[config.mk]
export PLATFORM = sky130hd
export DESIGN_NAME = fractal_sync_1d_initiator
export DESIGN_NICKNAME = d
export VERILOG_FILES = /design/src/rtl/fractal_sync_pkg.sv /design/src/rtl/fractal_sync_watchdog.sv /design/src/rtl/fractal_sync_1d_initiator.sv
export SDC_FILE = /design/constraint.sdc
export NUM_CORES = 1
export LEC_CHECK = 0
export ABC_AREA = 1
export CAP_MARGIN = 20
export CORE_ASPECT_RATIO = 0.75
export CORE_MARGIN = 4
export CORE_UTILIZATION = 48
export CTS_CLUSTER_DIAMETER = 30
export DETAILED_ROUTE_END_ITERATION = 10
export PLACE_DENSITY = 0.87
export RECOVER_POWER = 25
export SETUP_SLACK_MARGIN = 0.4
export SLEW_MARGIN = 20
export SYNTH_ARGS = -nofsm -noshare
export SYNTH_HDL_FRONTEND = slang
export SYNTH_SLANG_ARGS = --single-unit
[constraint.sdc]
create_clock -name clk_i -period 1.4 [get_ports clk_i]
set_input_delay 0.14 -clock clk_i [delete_from_list [all_inputs] [get_ports clk_i]]
set_output_delay 0.14 -clock clk_i [all_outputs]
set_load 0.01 [all_outputs]
[src/rtl/fractal_sync_pkg.sv]
// Shared types for the fractal sync endpoint blocks: initiator FSM states and tree-wide limits.
package fractal_sync_pkg;

    localparam int unsigned MAX_LVL_WIDTH = 4;

    typedef enum logic [1:0] {
        IDLE = 2'd0,
        SEND = 2'd1,
        WAIT = 2'd2,
        DONE = 2'd3
    } initiator_state_e;

endpackage

[src/rtl/fractal_sync_watchdog.sv]
// Cycle watchdog for the initiator WAIT state: cleared on entry, counts while enabled,
// flags expiry in the cycle the count would reach LIMIT.
module fractal_sync_watchdog #(
    parameter int unsigned LIMIT = 1024
) (
    input  logic clk_i,
    input  logic rst_i,
    input  logic clear_i,
    input  logic enable_i,
    output logic expired_o
);

    localparam int unsigned CntW = $clog2(LIMIT + 1);

    logic [CntW-1:0] cnt_q, cnt_d;

    always_comb begin
        cnt_d = cnt_q;
        if (clear_i) begin
            cnt_d = '0;
        end else if (enable_i && (cnt_q != CntW'(LIMIT))) begin
            cnt_d = cnt_q + 1'b1;
        end
    end

    always_ff @(posedge clk_i) begin
        if (rst_i) begin
            cnt_q <= '0;
        end else begin
            cnt_q <= cnt_d;
        end
    end

    // The LIMIT-th enabled cycle is the last one spent waiting.
    assign expired_o = enable_i && (cnt_q == CntW'(LIMIT - 1));

endmodule

[src/rtl/fractal_sync_1d_initiator.sv]
// Endpoint initiator of the fractal sync protocol: one barrier request to the 1D tree, then wait for its wake-up.
// Optional WAIT watchdog enabled by defining FRACTAL_SYNC_INITIATOR_TIMEOUT_EN.
module fractal_sync_1d_initiator
    import fractal_sync_pkg::*;
#(
    parameter int unsigned LEVEL_WIDTH    = 1,
    parameter int unsigned ID_WIDTH       = 1,
    parameter int unsigned MAX_LEVEL      = 1,
    parameter int unsigned CNT_WIDTH      = 16,
    parameter int unsigned TIMEOUT_CYCLES = 1024
) (
    input  logic                   clk_i,
    input  logic                   rst_i,
    input  logic                   req_valid_i,
    output logic                   req_ready_o,
    input  logic [LEVEL_WIDTH-1:0] req_level_i,
    input  logic [ID_WIDTH-1:0]    req_id_i,
    output logic                   sync_valid_o,
    input  logic                   sync_ready_i,
    output logic [LEVEL_WIDTH-1:0] sync_level_o,
    output logic [ID_WIDTH-1:0]    sync_id_o,
    input  logic                   wake_valid_i,
    input  logic [LEVEL_WIDTH-1:0] wake_level_i,
    input  logic [ID_WIDTH-1:0]    wake_id_i,
    input  logic                   wake_err_i,
    output logic                   done_o,
    output logic                   err_o,
    output logic                   timeout_o,
    output logic                   stray_o,
    output logic                   busy_o,
    output logic [CNT_WIDTH-1:0]   sync_cnt_o
);

    initiator_state_e state_q, state_d;

    logic [LEVEL_WIDTH-1:0] level_q, level_d;
    logic [ID_WIDTH-1:0]    id_q, id_d;
    logic                   err_q, err_d;
    logic                   timeout_q, timeout_d;
    logic                   stray_q, stray_d;
    logic [CNT_WIDTH-1:0]   syncCnt_q, syncCnt_d;

    logic wakeMatch;
    logic levelIllegal;
    logic wdExpired;

    assign wakeMatch    = wake_valid_i && (wake_level_i == level_q) && (wake_id_i == id_q);
    assign levelIllegal = 32'(req_level_i) > MAX_LEVEL;

`ifdef FRACTAL_SYNC_INITIATOR_TIMEOUT_EN
    logic wdClear;
    logic wdEnable;

    assign wdClear  = (state_q == SEND) && sync_ready_i;
    assign wdEnable = (state_q == WAIT);

    fractal_sync_watchdog #(
        .LIMIT     (TIMEOUT_CYCLES)
    ) u_watchdog (
        .clk_i     (clk_i),
        .rst_i     (rst_i),
        .clear_i   (wdClear),
        .enable_i  (wdEnable),
        .expired_o (wdExpired)
    );
`else
    assign wdExpired = 1'b0;
`endif

    // err/timeout are only ever set on the transition into DONE, so they read 0 elsewhere.
    always_comb begin
        state_d   = state_q;
        level_d   = level_q;
        id_d      = id_q;
        err_d     = 1'b0;
        timeout_d = 1'b0;
        syncCnt_d = syncCnt_q;
        stray_d   = wake_valid_i && !((state_q == WAIT) && wakeMatch);

        unique case (state_q)
            IDLE: begin
                if (req_valid_i) begin
                    level_d = req_level_i;
                    id_d    = req_id_i;
                    if (levelIllegal) begin
                        state_d = DONE;
                        err_d   = 1'b1;
                    end else begin
                        state_d = SEND;
                    end
                end
            end
            SEND: begin
                if (sync_ready_i) begin
                    state_d = WAIT;
                end
            end
            WAIT: begin
                // A matching wake on the watchdog expiry cycle takes priority.
                if (wakeMatch) begin
                    state_d = DONE;
                    err_d   = wake_err_i;
                    if (!wake_err_i) begin
                        syncCnt_d = syncCnt_q + 1'b1;
                    end
                end else if (wdExpired) begin
                    state_d   = DONE;
                    err_d     = 1'b1;
                    timeout_d = 1'b1;
                end
            end
            DONE: begin
                state_d = IDLE;
            end
            default: begin
                state_d = IDLE;
            end
        endcase
    end

    always_ff @(posedge clk_i) begin
        if (rst_i) begin
            state_q   <= IDLE;
            level_q   <= '0;
            id_q      <= '0;
            err_q     <= 1'b0;
            timeout_q <= 1'b0;
            stray_q   <= 1'b0;
            syncCnt_q <= '0;
        end else begin
            state_q   <= state_d;
            level_q   <= level_d;
            id_q      <= id_d;
            err_q     <= err_d;
            timeout_q <= timeout_d;
            stray_q   <= stray_d;
            syncCnt_q <= syncCnt_d;
        end
    end

    assign req_ready_o  = (state_q == IDLE);
    assign busy_o       = (state_q != IDLE);
    assign sync_valid_o = (state_q == SEND);
    assign sync_level_o = level_q;
    assign sync_id_o    = id_q;
    assign done_o       = (state_q == DONE);
    assign err_o        = err_q;
    assign timeout_o    = timeout_q;
    assign stray_o      = stray_q;
    assign sync_cnt_o   = syncCnt_q;

endmodule
* After elaboration in Yosys (flattened, before gate mapping) *
Cells that the tools add are included.

storage, ports and cells
  register bits = 22
  bits in latches = 0
  RAM bits = 0
  memory bits (read-only) = 0
  input port bits = 10
  output and inout bits = 25
  logic and storage cells = 33
  memories kept = 0

cells by class
  add/sub/neg operators = 1
  multipliers = 0
  div/mod/pow operators = 0
  order comparisons = 0
  equality and inequality tests = 8
  shift-type cells = 0
  mux-type cells = 4
  bitwise gates (word level) = 3
  reduce and logical (&&, ||, !) cells = 11

operators by type and width
  operator               number
  $add 16x1->16 const B  1
  $pmux 2 s4             1
  $mux 2                 3
  $reduce_and 3->1       2
  $eq 2x2->1 const B     2
  $logic_and 1x1->1      4
  $ne 2x2->1 const B     2
  $not 1->1              3
  $reduce_or 3->1        1
  $eq 1x1->1             2
  $eq 2x1->1 const B     1
  $logic_not 2->1        1
  $ne 2x1->1 const B     1
  $reduce_and 2->1       1
  $reduce_bool 2->1      1
  $logic_not 1->1        1

* Longest topological paths before layout *
Gate-level depths: netlist of run 1.

  depth in word-level cells = 6
  gate-level depth with buffers = 9

* Worst setup path after synthesis of run 1 *
OpenSTA, ideal clock, no wires.

  path type = register -> register
  start point = register state_q[0]
  end point = register state_q[0]
  library setup time = 0.113 ns
  arrival = 1.282 ns
  required time = 1.287 ns
  path slack = 0.005 ns
  cell stages (with the launch flop) = 10
  clock period less this slack = 1.395 ns
  cells stage by stage = dfxtp_1 -> inv_1 -> ha_1 -> inv_1 -> or2_2 -> nand2_1 -> a21oi_1 -> nand2_1 -> nand2_1 -> nor2_1

on the way
  longest elaborated chain between the ends = 3
  elaborated cells between the ends (all ways) = 9

RTL lines
  element                     RTL line                          text
  from (decl)                 fractal_sync_1d_initiator.sv:34   initiator_state_e state_q, state_d;
  from (signal assigned)      fractal_sync_1d_initiator.sv:131  state_q <= state_d;
  $logic_not 2->1 (*)         -
  net req_ready_o             fractal_sync_1d_initiator.sv:15   output logic req_ready_o,
  $ne 2x2->1 (no line)        -
  $reduce_and 3->1 (no line)  -

Mark *: on every way through the listed nets, which the timed path passes. The rest lies on a longest branch.
A chain may end at the register's enable or synchronous reset.

* Worst setup path in the final report of run 1 *
  start point = register syncCnt_q[8], in the netlist sync_cnt_o[8]
  end point = register syncCnt_q[9], in the netlist sync_cnt_o[9]

on the way
  longest elaborated chain between the ends = 1

RTL lines
  element                 RTL line                          text
  from (decl)             fractal_sync_1d_initiator.sv:41   logic [CNT_WIDTH-1:0] syncCnt_q, syncCnt_d;
  from (signal assigned)  fractal_sync_1d_initiator.sv:137  syncCnt_q <= syncCnt_d;
  $add 16x1->16           fractal_sync_1d_initiator.sv:104  syncCnt_d = syncCnt_q + 1'b1;

No other way between the ends.

==> flow_metrics.tcl, run 1 <==
set metrics [dict create \
    worstPathMaxFanout 4 \
    clock-root-buffer "clkbuf_8" \
    pin_count 35 \
    mappedNetlistNets 219 \
    flow.area_growth_from_synthesis_pct 60.9 \
    worstHoldPathType "in2reg" \
    synth_top_cell_by_area "dfxtp_1" \
    crit-reg2reg-launch "sync_cnt_o[8]" \
    timing.final.hold_violations 0 \
    n_antenna_cell 0 \
    grt_setup_unrepaired "yes" \
    cp_data_arrival_time_ps 1560 \
    worst_setup_path_start_kind "flop" \
    yosys.area.top_type_share 0.328 \
    track_usage 0.219 \
    post_drt_wl_per_cell_um 15.9 \
    cap_violations 0 \
    totalNegativeSetupSlack_ps 0 \
    fmax_mhz 736 \
    final-instance-count-excl-fill 299 \
    dieHeight_um 53.8 \
    crit_family "simple AND/OR/NAND/NOR gates" \
    critical_path.cell_chain "nand2_1 -> nor2_1 -> nand3b_1 -> nand2_1 -> nand2_1 -> a21oi_1" \
    synth.yosys.warnings 0 \
    die_ar_mm2 0.00371 \
    postRouteWirelength_um 4750 \
    outcome "completed" \
    avgViaCountPerCell 5.39 \
    max-vdd-ir-drop_v 0.000712 \
    design.core.area_mm2 0.00264 \
    synth_area_leaders "dfxtp_1 33%, nand2_1 21%, a21oi_1 6.0%, inv_1 5.9%, ha_1 5.6%" \
    worst_setup_hold_path_clk_slew_ps 80 \
    cellPowerDensity_mw_per_mm2 1040 \
    synth_commonest_cells "75 x nand2_1, 22 x dfxtp_1, 21 x inv_1" \
    postSynthAreaPerCell_um2 6.61 \
    layout-drive-gt1-share 0.388 \
    placement_rows 16 \
    synth_area_mm2 0.00134 \
    r2r_setup_slack_ps 40 \
    initial_antenna_violation_count 0 \
    synth_edf_count 0 \
    post-synth-top-count-cell "nand2_1" \
    final_net_count 280 \
    cp_slowest_stage_delay_ps 430 \
    holdBufCountCts 0 \
    dpl_cell_area_mm2 0.00180 \
    grt.overflow.total 0 \
    detail_route.iter0.violations 191 \
    grt_max_degree 17 \
    crit-reg2reg-capture "sync_cnt_o[9]" \
    htree_levels 1 \
    clk_latency_ps 270 \
    antenna_left 0 \
    dieWidth_um 69.0 \
    dominantRegCellSynth "dfxtp_1" \
    gp_congestion 0.816 \
    min_hold_slack_ps 358 \
    min_path_cells 3 \
    syn-instance-count 203 \
    hold-path-endpoint "stray_o" \
    grt_pass1_vias 1474 \
    route.detailed.drc 0 \
    reg2regPathDepth 6 \
    crit_path_most_repeated_cell "nand2_1" \
    timing.final.max_slew_violations 0 \
    cts_inserted_buffers 3 \
    critical_path_class "reg2reg" \
    p_leak_nw 0.887 \
    drt_pre_antenna_iters 5 \
    dp_cell_count 270 \
    worst_setup_path_end_kind "flop" \
    final.setup_skew_ps 6.62 \
    final_non_filler_cell_area_mm2 0.00216 \
    cp.buffers_inverters 0 \
    min-delay-start "wake_valid_i" \
    synth_sequential_area_ratio 0.328 \
    timing.critical_path.required_ps 1600 \
    global_route_wire_length_before_repair_um 6440 \
    cts_sinks 22 \
    crit_path_top_delay_cell "dfxtp_1" \
    fill_cells 158 \
    setup_violations 0 \
    asyncSetResetFlopFracSynth 0 \
    detailedPlacementHpwl_um 2340 \
    finalCritPeriodShare 0.970 \
    port-buffer-count 33 \
    cts-root-to-sink-buffers 2 \
    synth_cell_types 27 \
    postSynthRegisterBits 22 \
    via_count 1612 \
    period_needed_ps 1360 \
    cts_tree "done" \
    initial_util 0.508 \
]
==> logic make-up after synthesis <==
kind of cell,count (synthesis),synth area share
AO/OA/AOI/OAI,23,0.0942
AND/OR/NAND/NOR,117,0.382
buffers and inverters,27,0.0914
other,1,0.00280
adder cells (fa/ha/maj),6,0.0560
XOR/XNOR,7,0.0457
flip-flops,22,0.328
==> area by class of cell <==
cell class                 instances  area, µm²  share of cell area
clock buffer                       4       55.1              0.0255
inverter                          22        103              0.0475
multi-input combinational        154        926               0.429
sequential                        22        497               0.230
tap                               36       45.0              0.0209
timing repair buffer              61        533               0.247
==> worst register-to-register path, stage by stage, from the launching register on <==
cell	delay (ps)
dfxtp_1	430
nand2_1	150
nor2_1	270
nand3b_1	150
nand2_1	120
nand2_1	60
a21oi_1	110
==> worst max-delay path by stage <==
stage / endpoint / depth (start not counted) / slack, ps / startpoint
finish: sync_cnt_o[9] / 6 / 40 / sync_cnt_o[8]
global route: sync_cnt_o[15] / 8 / 5 / sync_cnt_o[12]
CTS: sync_cnt_o[8] / 7 / 180 / sync_cnt_o[0]
detailed placement: sync_cnt_o[1] / 9 / -100 / wake_id_i
global placement: sync_cnt_o[1] / 9 / -40 / wake_id_i
floorplan: sync_cnt_o[14] / 7 / 210 / state_q[0]
==> routing by layer <==
metal	vias to the layer above	routed length, µm	global-route usage
met5	-	0	0
met4	0	174	0.0909
met3	25	405	0.0504
met2	89	2290	0.399
met1	741	1890	0.256
li1	757	-	-
==> state kept, by name, summed over array words and instances, names as in the netlist <==
name and flops:
err_o 1, stray_o 1, state_q 2, sync_id_o 1, sync_level_o 1, sync_cnt_o 16
==> stage by stage <==
stage / utilization / setup WS [ps] / total power, mW
final: 0.817 / 41.3 / 2.25
after global routing: 0.817 / 4.89 / 2.37
after global placement: 0.683 / -42.3 / 1.45
after CTS: 0.785 / 185 / 1.99
after floorplan: - / 210 / 1.21
after detailed placement: 0.683 / -100 / 1.46
==> where the power goes <==
group	internal [mW]	switching [mW]	leakage, nW
registers	0.666	0.0664	0.190
logic	0.551	0.501	0.668
clock network	0.251	0.214	0.0288
==> cell usage in the layout (no fill, tap or decap), types with 2 or more instances in the layout <==
| cell | n |
|---|---|
| clkbuf_8 | 4 |
| nand2_2 | 6 |
| inv_4 | 3 |
| dlygate4sd2_1 | 4 |
| buf_4 | 17 |
| dfxtp_1 | 7 |
| nand2_4 | 2 |
| nand4_1 | 5 |
| nand3_1 | 7 |
| nand2_1 | 69 |
| a21oi_1 | 14 |
| nand3_4 | 2 |
| nor2_2 | 3 |
| nor2_1 | 13 |
| inv_2 | 3 |
| ha_4 | 5 |
| inv_1 | 15 |
| clkdlybuf4s50_1 | 7 |
| o21ai_1 | 4 |
| buf_6 | 20 |
| buf_2 | 6 |
| a21oi_2 | 4 |
| clkbuf_1 | 4 |
| xor2_1 | 3 |
| clkbuf_2 | 2 |
| xnor2_1 | 4 |
| nor2_4 | 5 |
| dfxtp_4 | 15 |
==> timing repair <==
item	CTS	global route
pin swaps	13	4
buffers inserted	20	5
gates cloned	0	0
resized for setup	124	31
setup endpoints to repair	46	38
No activity file was read; power rests on OpenSTA's default activity.
==> inputs of run 2 (changes only) <==
--- a/config.mk
+++ b/config.mk
@@ -7,15 +7,16 @@
 export LEC_CHECK = 0
 export ABC_AREA = 1
 export CAP_MARGIN = 20
+export CELL_PAD_IN_SITES_DETAIL_PLACEMENT = 2
+export CELL_PAD_IN_SITES_GLOBAL_PLACEMENT = 2
 export CORE_ASPECT_RATIO = 0.75
 export CORE_MARGIN = 4
-export CORE_UTILIZATION = 48
+export CORE_UTILIZATION = 25
 export CTS_CLUSTER_DIAMETER = 30
 export DETAILED_ROUTE_END_ITERATION = 10
-export PLACE_DENSITY = 0.87
+export PLACE_DENSITY = 0.86
 export RECOVER_POWER = 25
 export SETUP_SLACK_MARGIN = 0.4
-export SLEW_MARGIN = 20
 export SYNTH_ARGS = -nofsm -noshare
 export SYNTH_HDL_FRONTEND = slang
 export SYNTH_SLANG_ARGS = --single-unit
==> flow_metrics.tcl, run 2 (synthesis gave the netlist of run 1 again) <==
set metrics [dict create \
    min_hold_slack_ps 410 \
    via_count 1610 \
    cellPowerDensity_mw_per_mm2 996 \
    post-place-ws_ps -119 \
    initial_util 0.266 \
    crit-reg2reg-capture "state_q[0]" \
    pin_count 35 \
    p_sw_frac 0.403 \
    timing.final.hold_violations 0 \
    cts_sinks 22 \
    postRouteWirelength_um 7070 \
    period_needed_ps 1400 \
    p_switching_uw 915 \
    htree_levels 1 \
    cap_violations 0 \
    min_path_cells 6 \
    grt.overflow.total 0 \
    worst-path-stages 9 \
    crit_family "simple AND/OR/NAND/NOR gates" \
    p_leak_nw 0.913 \
    met3_wirelength_um 154 \
    drt_pre_antenna_iters 4 \
    grt_pass1_vias 1801 \
    cell_internal_pwr_mw 1.36 \
    clock-root-buffer "clkbuf_8" \
    power.sequential.fraction 0.331 \
    grt_setup_unrepaired "yes" \
    r2r_setup_slack_ps 3 \
    layout.core_utilization 0.453 \
    worstHoldPathType "in2reg" \
    cts_inserted_buffers 3 \
    dieWidth_um 92.6 \
    cp.buffers_inverters 2 \
    finalCritPeriodShare 0.998 \
    track_usage 0.190 \
    pwr-share-comb 0.467 \
    setup_violations 0 \
    most_used_cells_in_the_layout_excluding_fill_and_tap_cells "58 x nand2_1, 20 x buf_6, 17 x buf_4" \
    dieHeight_um 71.4 \
    critical_path.cell_chain "inv_4 -> ha_4 -> inv_4 -> or2_4 -> nand2_4 -> a21oi_4 -> nand2_1 -> nand2_1 -> nor2_1" \
    die_ar_mm2 0.00661 \
    antenna_left 0 \
    cts_tree "done" \
    worstPathMaxFanout 3 \
    cts-root-to-sink-buffers 2 \
    endpoint "state_q[0]" \
    layout-drive-gt1-share 0.489 \
    worst_setup_path_end_kind "flop" \
    outcome "completed" \
    timing.critical_path.from "state_q[1]" \
    crit-reg2reg-launch "state_q[1]" \
    reg2regPathDepth 9 \
    critical_path_class "reg2reg" \
    clk_latency_ps 280 \
    largest_register_ff_count 16 \
    layout_commonest_cell "nand2_1" \
    design.core.area_mm2 0.00504 \
    detail_route.iter0.violations 67 \
    cp_data_arrival_time_ps 1610 \
    cp_slowest_stage_delay_ps 390 \
    post_drt_wl_per_cell_um 21.0 \
    flow.area_growth_from_synthesis_pct 70.2 \
    worst_setup_path_start_kind "flop" \
    final.setup_skew_ps 7.85 \
    placement_rows 22 \
    final_critical_path_setup_slack_ps 3.45 \
    worst_setup_hold_path_clk_slew_ps 100 \
    detail_route.wirelength.met1_um 3190 \
    crit_path_top_delay_cell "dfxtp_4" \
    gp_congestion 0.719 \
    max-vdd-ir-drop_v 0.000809 \
    post-layout-total-power_mw 2.27 \
    totalNegativeSetupSlack_ps 0 \
    pwr-share-clk 0.202 \
    avgViaCountPerCell 4.79 \
    initial_antenna_violation_count 0 \
    met2_wirelength_um 3600 \
    route.detailed.drc 0 \
    fmax_mhz 716 \
    timing.critical_path.required_ps 1610 \
    final_net_count 281 \
    global_route_wire_length_before_repair_um 9520 \
    holdBufCountCts 0 \
    dr.max_layer_used "met4" \
    timing.final.max_slew_violations 0 \
    port-buffer-count 33 \
    grt_max_degree 18 \
    n_antenna_cell 0 \
    detailedPlacementHpwl_um 3280 \
]
[run 2: repair_timing]
| action | in CTS | in global routing |
|---|---|---|
| cloned | 0 | 0 |
| pin swaps | 10 | 12 |
| setup buffers | 17 | 8 |
| gates resized for setup | 121 | 54 |
| setup endpoints to repair | 46 | 42 |
[run 2: worst min-delay path by stage]
stage	startpoint	endpoint	slack, ps
6_report	wake_level_i	err_o	410
2_1_floorplan	wake_valid_i	stray_o	270
3_5_place_dp	sync_level_o	sync_level_o	460
5_1_grt	wake_level_i	err_o	440
3_3_place_gp	sync_level_o	sync_level_o	460
4_1_cts	sync_level_o	sync_level_o	480
[run 2: worst register-to-register path: stages (launching register included)]
cell and delay, ps:
dfxtp_4 390, inv_4 90, ha_4 180, inv_4 40
or2_4 230, nand2_4 90, a21oi_4 50, nand2_1 90
nand2_1 80, nor2_1 100
[run 2: power groups by stage]
stage	Clock (mW)	Combinational, mW	Sequential [mW]
after floorplan	0	0.468	0.742
after global placement	0	0.721	0.744
after detailed placement	0	0.742	0.743
after CTS	0.441	0.793	0.723
after global routing	0.498	1.15	0.761
final	0.458	1.06	0.753
[run 2: final cells by class]
| cell class | count | area, µm² |
|---|---|---|
| well taps | 72 | 90.1 |
| flip-flops and latches | 22 | 502 |
| fillers | 572 | 2750 |
| clock buffers | 3 | 41.3 |
| multi-input cells | 154 | 996 |
| repair buffers | 62 | 548 |
| inverters | 22 | 103 |
| clock inverters | 1 | 3.75 |
[run 2: metal layers]
metal / track usage / up-vias
li1: - / 750
met1: 0.213 / 829
met2: 0.348 / 25
met3: 0.0388 / 6
met4: 0.0824 / 0
met5: 0 / -
[run 2: per-stage QoR]
step,instances,instance area [µm²]
finish,336,2280
global route,336,2280
CTS,328,2110
detailed placement,307,1860
global placement,307,1860
floorplan,203,1440
==> inputs of run 3 (changes only) <==
--- a/config.mk
+++ b/config.mk
@@ -17,6 +17,7 @@
 export PLACE_DENSITY = 0.86
 export RECOVER_POWER = 25
 export SETUP_SLACK_MARGIN = 0.4
+export SKIP_LAST_GASP = 1
 export SYNTH_ARGS = -nofsm -noshare
 export SYNTH_HDL_FRONTEND = slang
 export SYNTH_SLANG_ARGS = --single-unit
==> flow_metrics.tcl, run 3 (synthesis gave the netlist of run 1 again) <==
set metrics [dict create \
    outcome "completed" \
    post_drt_wl_per_cell_um 20.5 \
    postRouteWirelength_um 6900 \
    worst_setup_path_end_kind "flop" \
    cp_data_arrival_time_ps 1570 \
    final_net_count 281 \
    holdBufCountCts 0 \
    n_antenna_cell 0 \
    layout-drive-gt1-share 0.451 \
    placement_rows 22 \
    final-instance-count-excl-fill 336 \
    finalCritPeriodShare 0.981 \
    cap_violations 0 \
    largest_register_ff_count 16 \
    final.setup_skew_ps 3.30 \
    global_route_wire_length_before_repair_um 9520 \
    max-vdd-ir-drop_v 0.000603 \
    timing.final.hold_violations 0 \
    critical_path_class "reg2reg" \
    design.core.area_mm2 0.00504 \
    flow.area_growth_from_synthesis_pct 65.2 \
    clock-root-buffer "clkbuf_8" \
    initial_antenna_violation_count 0 \
    pin_count 35 \
    htree_levels 1 \
    via_count 1619 \
    avgViaCountPerCell 4.82 \
    layout_commonest_cell "nand2_1" \
    pwr-share-comb 0.469 \
    detail_route.iter0.violations 54 \
    detailedPlacementHpwl_um 3280 \
    dieWidth_um 92.6 \
    p_switching_uw 883 \
    timing.critical_path.required_ps 1600 \
    route.detailed.drc 0 \
    dieHeight_um 71.4 \
    cts-root-to-sink-buffers 2 \
    grt.overflow.total 0 \
    fmax_mhz 728 \
    most_used_cells_in_the_layout_excluding_fill_and_tap_cells "67 x nand2_1, 19 x buf_6, 18 x buf_4" \
    period_needed_ps 1370 \
    p_leak_nw 0.887 \
    fill_cells 567 \
    cellPowerDensity_mw_per_mm2 1010 \
    multi_input_gate_area_um2 937 \
    cell_internal_pwr_mw 1.35 \
    worstHoldPathType "in2reg" \
    pwr-share-clk 0.197 \
    gp_congestion 0.719 \
    post-layout-total-power_mw 2.23 \
    cts_sinks 22 \
    final_non_filler_cell_area_mm2 0.00222 \
    worstPathMaxFanout 16 \
    seq_area_um2 500 \
    worst_setup_path_start_kind "flop" \
    clk_latency_ps 280 \
    antenna_left 0 \
    dpl_cell_area_mm2 0.00186 \
    p_sw_frac 0.396 \
    dp_cell_count 307 \
    cts_tree "done" \
    setup_violations 0 \
    die_ar_mm2 0.00661 \
    grt_max_degree 18 \
    grt_pass1_vias 1801 \
    track_usage 0.190 \
    grt_setup_unrepaired "yes" \
    drt_pre_antenna_iters 4 \
    timing.final.max_slew_violations 0 \
    worst_setup_hold_path_clk_slew_ps 90 \
    port-buffer-count 33 \
    cts_inserted_buffers 3 \
    power.sequential.fraction 0.334 \
    initial_util 0.266 \
]
## run 3: changes by cell type in the layout (fill, tap and decap cells not counted), moves of 2 or more
cell / previous run / this run
clkdlybuf4s50_1: 7 / 9
dfxtp_2: 4 / 6
nand2_4: 5 / 1
nand2_2: 14 / 9
a21oi_1: 10 / 12
dlymetal6s2s_1: 2 / 0
nand2_1: 58 / 67
a21oi_2: 8 / 6
## run 3: cell type report
type | count | share of cell area
clock buffer | 3 | 0.0186
clock inverter | 1 | 0.00169
inverter | 22 | 0.0463
multi-input combinational | 154 | 0.423
sequential | 22 | 0.226
tap | 72 | 0.0407
timing repair buffer | 62 | 0.244
## run 3: final timing paths
| kind | from | end | slack (ps) | depth (start not counted) |
|---|---|---|---|---|
| worst max-delay path | state_q[1] | sync_cnt_o[5] | 30 | 6 |
| worst min-delay path | req_id_i | sync_id_o | 460 | 3 |
| worst max register to register | state_q[1] | sync_cnt_o[5] | 30 | 6 |
| worst min register to register | sync_id_o | sync_id_o | 490 | 2 |
## run 3: power groups by stage
stage / Sequential, mW / Combinational [mW] / Clock [mW]
6_report: 0.745 / 1.04 / 0.439
5_1_grt: 0.751 / 1.13 / 0.483
3_3_place_gp: 0.744 / 0.721 / 0
4_1_cts: 0.723 / 0.793 / 0.441
3_5_place_dp: 0.743 / 0.742 / 0
2_1_floorplan: 0.742 / 0.468 / 0
## run 3: worst max-delay path, stage by stage, from the launching register on
cell and delay (ps):
dfxtp_2 410, buf_4 160, ha_4 190, nand3_4 140, clkinv_8 120, nand2_1 100
a21oi_1 170
## run 3: metal layers
layer / vias up / wire length (µm) / global-route usage
li1: 754 / - / -
met1: 820 / 2830 / 0.213
met2: 32 / 3680 / 0.348
met3: 13 / 226 / 0.0388
met4: 0 / 157 / 0.0824
met5: - / 0 / 0
## run 3: stage by stage
step / util / setup TNS, ps / hold WS [ps] / worst slack, ps
2_1_floorplan: - / 0 / 266 / 210
3_5_place_dp: 0.369 / -1530 / 461 / -119
3_3_place_gp: 0.369 / -930 / 457 / -65.6
6_report: 0.440 / 0 / 459 / 25.9
5_1_grt: 0.440 / -120 / 467 / -83.1
4_1_cts: 0.418 / 0 / 475 / 150
## run 3: timing repair
| item | CTS | global route |
|---|---|---|
| setup endpoints to repair | 46 | 42 |
| setup buffers | 17 | 8 |
| pin swaps | 10 | 10 |
| gates resized for setup | 121 | 33 |
